==> config.mk <==
export PLATFORM = sky130hd
export DESIGN_NAME = ram_write_buffer
export DESIGN_NICKNAME = d
export VERILOG_FILES = /design/src/rtl/ram_write_buffer.sv
export SDC_FILE = /design/constraint.sdc
export NUM_CORES = 1
export LEC_CHECK = 0
export CAP_MARGIN = 20
export CORE_AREA = 4 4 172 174
export CTS_CLUSTER_DIAMETER = 30
export CTS_CLUSTER_SIZE = 30
export DETAILED_ROUTE_END_ITERATION = 12
export DIE_AREA = 0 0 176 178
export PLACE_DENSITY = 0.8
export REMOVE_ABC_BUFFERS = 1
export SLEW_MARGIN = 20
export SYNTH_ARGS = -nofsm -noshare
export SYNTH_HDL_FRONTEND = slang
export SYNTH_SLANG_ARGS = --single-unit
==> constraint.sdc <==
create_clock -name clk -period 11.85 [get_ports clk]
set_clock_uncertainty 0.05 [all_clocks]
set_input_delay 3.555 -clock clk [delete_from_list [all_inputs] [get_ports clk]]
set_output_delay 3.555 -clock clk [all_outputs]
set_load 0.02 [all_outputs]
==> src/rtl/ram_write_buffer.sv <==
// Posted-write buffer between the cache eviction port and the RAM write port.
// It drains in allocation order, merges writes to a pending word, and forwards
// pending data combinationally to the memory stage.
module ram_write_buffer #(
    parameter int unsigned DATA_WIDTH = 32,
    parameter int unsigned DEPTH      = 4
) (
    input  logic                  clk,
    input  logic                  rst,
    input  logic                  in_we,
    input  logic [DATA_WIDTH-1:0] in_addr,
    input  logic [DATA_WIDTH-1:0] in_wd,
    output logic                  full,
    output logic                  empty,
    input  logic                  drain_en,
    output logic                  ram_we,
    output logic [DATA_WIDTH-1:0] ram_addr,
    output logic [DATA_WIDTH-1:0] ram_wd,
    input  logic [DATA_WIDTH-1:0] r_addr,
    output logic                  fwd_hit,
    output logic [DATA_WIDTH-1:0] fwd_data
);

    localparam int unsigned PTR_W = (DEPTH > 1) ? $clog2(DEPTH) : 1;
    localparam int unsigned CNT_W = PTR_W + 1;
    localparam int unsigned WA_W  = DATA_WIDTH - 2;

    logic [DEPTH-1:0]      valid_q;
    logic [WA_W-1:0]       waddr_q [DEPTH];
    logic [DATA_WIDTH-1:0] data_q  [DEPTH];
    logic [PTR_W-1:0]      head_q;
    logic [PTR_W-1:0]      tail_q;
    logic [CNT_W-1:0]      count_q;
    logic                  full_q;
    logic                  empty_q;

    logic [WA_W-1:0]       in_waddr;
    logic [WA_W-1:0]       r_waddr;
    logic                  pop;
    logic [DEPTH-1:0]      merge_vec;
    logic                  merge_any;
    logic                  merge_hit;
    logic                  alloc;
    logic [CNT_W-1:0]      count_next;
    logic                  unused_lsbs;

    // Byte-offset bits play no part in word matching
    assign in_waddr    = in_addr[DATA_WIDTH-1:2];
    assign r_waddr     = r_addr[DATA_WIDTH-1:2];
    assign unused_lsbs = ^{in_addr[1:0], r_addr[1:0]};

    // Pop whenever RAM port is free and something is pending
    assign pop = drain_en && !empty_q;

    // Merge candidates: pending entries with the same word, except the one leaving now
    always_comb begin
        merge_vec = '0;
        for (int unsigned i = 0; i < DEPTH; i++) begin
            if (valid_q[i] && (waddr_q[i] == in_waddr) &&
                !(pop && (head_q == PTR_W'(i)))) begin
                merge_vec[i] = 1'b1;
            end
        end
    end

    assign merge_any  = |merge_vec;
    assign merge_hit  = in_we && merge_any;
    // Slot freed by a same-cycle pop is not reused until the next cycle
    assign alloc      = in_we && !merge_any && (count_q < CNT_W'(DEPTH));
    assign count_next = count_q + CNT_W'(alloc) - CNT_W'(pop);

    // Head entry presented to RAM, zero when nothing is pending
    assign ram_we   = pop;
    assign ram_addr = empty_q ? '0 : {waddr_q[head_q], 2'b00};
    assign ram_wd   = empty_q ? '0 : data_q[head_q];
    assign full     = full_q;
    assign empty    = empty_q;

    // Forwarding: at most one valid entry can hold a given word
    always_comb begin
        fwd_hit  = 1'b0;
        fwd_data = '0;
        for (int unsigned i = 0; i < DEPTH; i++) begin
            if (valid_q[i] && (waddr_q[i] == r_waddr)) begin
                fwd_hit  = 1'b1;
                fwd_data = fwd_data | data_q[i];
            end
        end
    end

    // Entry storage, pointers, count and registered flags
    always_ff @(posedge clk or posedge rst) begin
        if (rst) begin
            valid_q <= '0;
            for (int unsigned i = 0; i < DEPTH; i++) begin
                waddr_q[i] <= '0;
                data_q[i]  <= '0;
            end
            head_q  <= '0;
            tail_q  <= '0;
            count_q <= '0;
            full_q  <= 1'b0;
            empty_q <= 1'b1;
        end else begin
            if (pop) begin
                valid_q[head_q] <= 1'b0;
                head_q          <= head_q + PTR_W'(1);
            end
            if (merge_hit) begin
                for (int unsigned i = 0; i < DEPTH; i++) begin
                    if (merge_vec[i]) begin
                        data_q[i] <= in_wd;
                    end
                end
            end
            if (alloc) begin
                valid_q[tail_q] <= 1'b1;
                waddr_q[tail_q] <= in_waddr;
                data_q[tail_q]  <= in_wd;
                tail_q          <= tail_q + PTR_W'(1);
            end
            count_q <= count_next;
            full_q  <= (count_next == CNT_W'(DEPTH));
            empty_q <= (count_next == '0);
        end
    end

endmodule

==> results.md <==
* Share of cells above drive strength 1 at 28.1%
* Post-DP HPWL at 31500 um
* Core Rows at 61
* Critical path class: input port to primary output
* Fin crit period at 10.75 ns
* Number of routed nets with antenna violations at 0
* Endpoints failing hold at 0
* Cell with the most instances after synthesis: dfrtp_1
* Final total power at 6.32 mW
* H-Tree Depth at 2
* CTS tree: yes
* Setup violators final at 0
* Layout Nets at 1516
* Worst Hold End: data_q[89]
* Status: complete, no violations
* Slew headroom at 39.3%
* Mapped Cells at 1252
* Hold_buf cts at 0
* Peak Freq at 0.0930 GHz
* FF-to-FF setup slack at 6.67 ns
* CP Launch Type: input port
* GRT overflow at 0
* Drt initial violations at 1209
* Critical path arrival at 7.14 ns
* Lkg Pwr at 7.73 nW
* Top FF cell, synth: dfrtp_1
* Post-synth EDFFs at 0
* Skew-Pair Late Insertion Delay at 0.57 ns
* Drt first pass iters at 7
* Initial antenna violation count at 3
* Pwr dens at 323 nW/um^2
* Sequential cell area at 6540 sq um
* CTS Buf Count at 57
* Area growth, synth to finish at 26.7%
* Clock sinks at 261
* Root buf cell: clkbuf_16
* PostCTS Resize Cnt at 0
* Routed wire length at 46800 um
* Worst slew pin tran at 0.908 ns
* Tot GR Track Use at 30.1%
* Yosys top cell area share at 42.1%
* Die X at 176 um
* Unique masters post-synth at 41
* Synth cell count leaders: dfrtp_1, mux2_2, xnor2_1
* #FFs+latches synth at 261
* FF-to-FF path depth at 17
* CP required at 8.25 ns
* Postcts setup bufs at 0
* Slew Viols, Final at 0
* Max Fanout on Critical Path at 33
* VDD IR max at 0.208 mV
* Area taken by multi-input logic gates at 8400 sq um
* RSZ-0062 raised after global routing: no
* Initial Util at 55.6%
* Max-Cap Viols at 0
* CORE AREA at 27800 sq um
* IO Pins at 200
* DRC violations left at 0
* Antenna Cells at 0
* Clock Path Buffers at 3
* Die Area at 31300 sq um
* Ranking of synthesized cells by area: dfrtp_1, mux2_2, xnor2_1
* Avg Cell Area, Syn at 12.3 sq um
* DR vias at 11300
* Clock slew at reported path FFs at 0.04 ns
* Min-delay src: data_q[89]
* Min-Delay Path Depth at 1
* Yosys top cell by area: dfrtp_1
* Post-synthesis sequential area ratio at 42.3%
* Hold Path Class: flip-flop to flip-flop
* DR vias/cell at 6.17
* Port bufs at 193
* Vias in the first global route at 11900
* Fill cells at 1954
* Yosys warnings at 0
* Routed WL per cell at 25.6 um
* Worst R2R Start: head_q[0]
* Post-synthesis cell area at 15500 sq um
* Async SR Flop Fraction at 100%
* CP Capture Type: primary output
* Crit Reg-Reg Endpoint: full
* Pin count of the biggest net entering global routing at 149
* Chip height at 178 um
* RD Place Congestion at 1.06
* Min Hold Slack at 0.465 ns
* Final setup TNS at 0 ns
* First-pass GRT wire length at 72500 um
* Final Cycle Share at 90.7%
## through the flow
stage          area, sq um  setup slack [ns]  cells  util, %
2_1_floorplan        14900             0.896   1135        -
3_3_place_gp         17500              1.19   1723     63.1
5_1_grt              19600             0.989   1827     70.5
3_5_place_dp         17500              1.22   1723     63.1
6_report             19600              1.10   1827     70.5
4_1_cts              19600              1.15   1826     70.4
## worst max-delay path by stage
| stage | from | endpoint | cells past startpoint |
|---|---|---|---|
| 2_1_floorplan | r_addr[6] | fwd_data[22] | 6 |
| 3_3_place_gp | r_addr[22] | fwd_data[21] | 9 |
| 4_1_cts | r_addr[22] | fwd_data[20] | 9 |
| 5_1_grt | r_addr[22] | fwd_data[21] | 9 |
| 6_report | r_addr[22] | fwd_data[20] | 9 |
| 3_5_place_dp | r_addr[22] | fwd_data[20] | 9 |
## sequential cells by signal, indices dropped and copies added (netlist names)
| signal | cells |
|---|---|
| count_q | 3 |
| head_q | 2 |
| full | 1 |
| data_q | 128 |
| valid_q | 4 |
| waddr_q | 120 |
| tail_q | 2 |
| empty | 1 |
## critical path, stage by stage
cell	delay, ns
clkdlybuf4s50_1	0.55
xnor2_1	0.41
nand4_1	0.24
or4_1	0.56
nor4_2	0.35
buf_4	0.49
a22oi_1	0.17
nand2_1	0.12
clkdlybuf4s50_1	0.69
## logic make-up (layout without fill, tap and decap cells)
kind of cell	count (synthesis)	count (layout)	synth area share, %
xor+xnor	244	244	13.8
buf+inv	130	326	3.66
other cells	1	2	0.0243
flops	261	261	42.3
fa+ha+maj	11	11	0.939
simple gates	220	220	8.48
mux	312	312	27.3
compound gates	73	73	3.55
## routing by layer
metal / vias to the layer above / GRT usage, % / share of wire, %
met4: 6 / 11.2 / 3.8
met5: - / 0 / 0.081
met2: 512 / 48.4 / 47
li1: 4860 / - / -
met1: 5792 / 39.9 / 40
met3: 108 / 7.48 / 8.6
## cell type report
type	count	area share (%)
Tap cell	378	2.42
Sequential cell	261	33.4
Multi-Input combinational cell	862	42.9
Inverter	12	0.294
Clock buffer	71	7.97
Timing Repair Buffer	211	10.6
Clock inverter	32	2.44
## cells in the final DEF, fill, tap and decap left out, drive strengths merged, types with 3 or more instances in the layout
| cell type | synthesis | layout |
|---|---|---|
| dfrtp | 260 | 260 |
| mux2 | 250 | 250 |
| o21ai | 3 | 3 |
| nor2b | 62 | 62 |
| ha | 10 | 10 |
| xor2 | 28 | 28 |
| mux4 | 62 | 62 |
| nand2 | 39 | 39 |
| or4 | 9 | 9 |
| nor4 | 18 | 18 |
| clkdlybuf4s50 | 0 | 193 |
| xnor2 | 216 | 216 |
| inv | 12 | 13 |
| and3 | 3 | 3 |
| a22oi | 64 | 64 |
| bufinv | 0 | 11 |
| buf | 58 | 18 |
| nor3 | 3 | 3 |
| nand4 | 74 | 74 |
| clkinv | 0 | 18 |
| clkbuf | 60 | 71 |
## power breakdown
part | switching [mW] | total, mW | internal [mW]
logic | 1.23 | 2.74 | 1.51
clock network | 0.505 | 1.67 | 1.16
registers | 0.560 | 1.91 | 1.35
(Power assumes the default switching activity.)
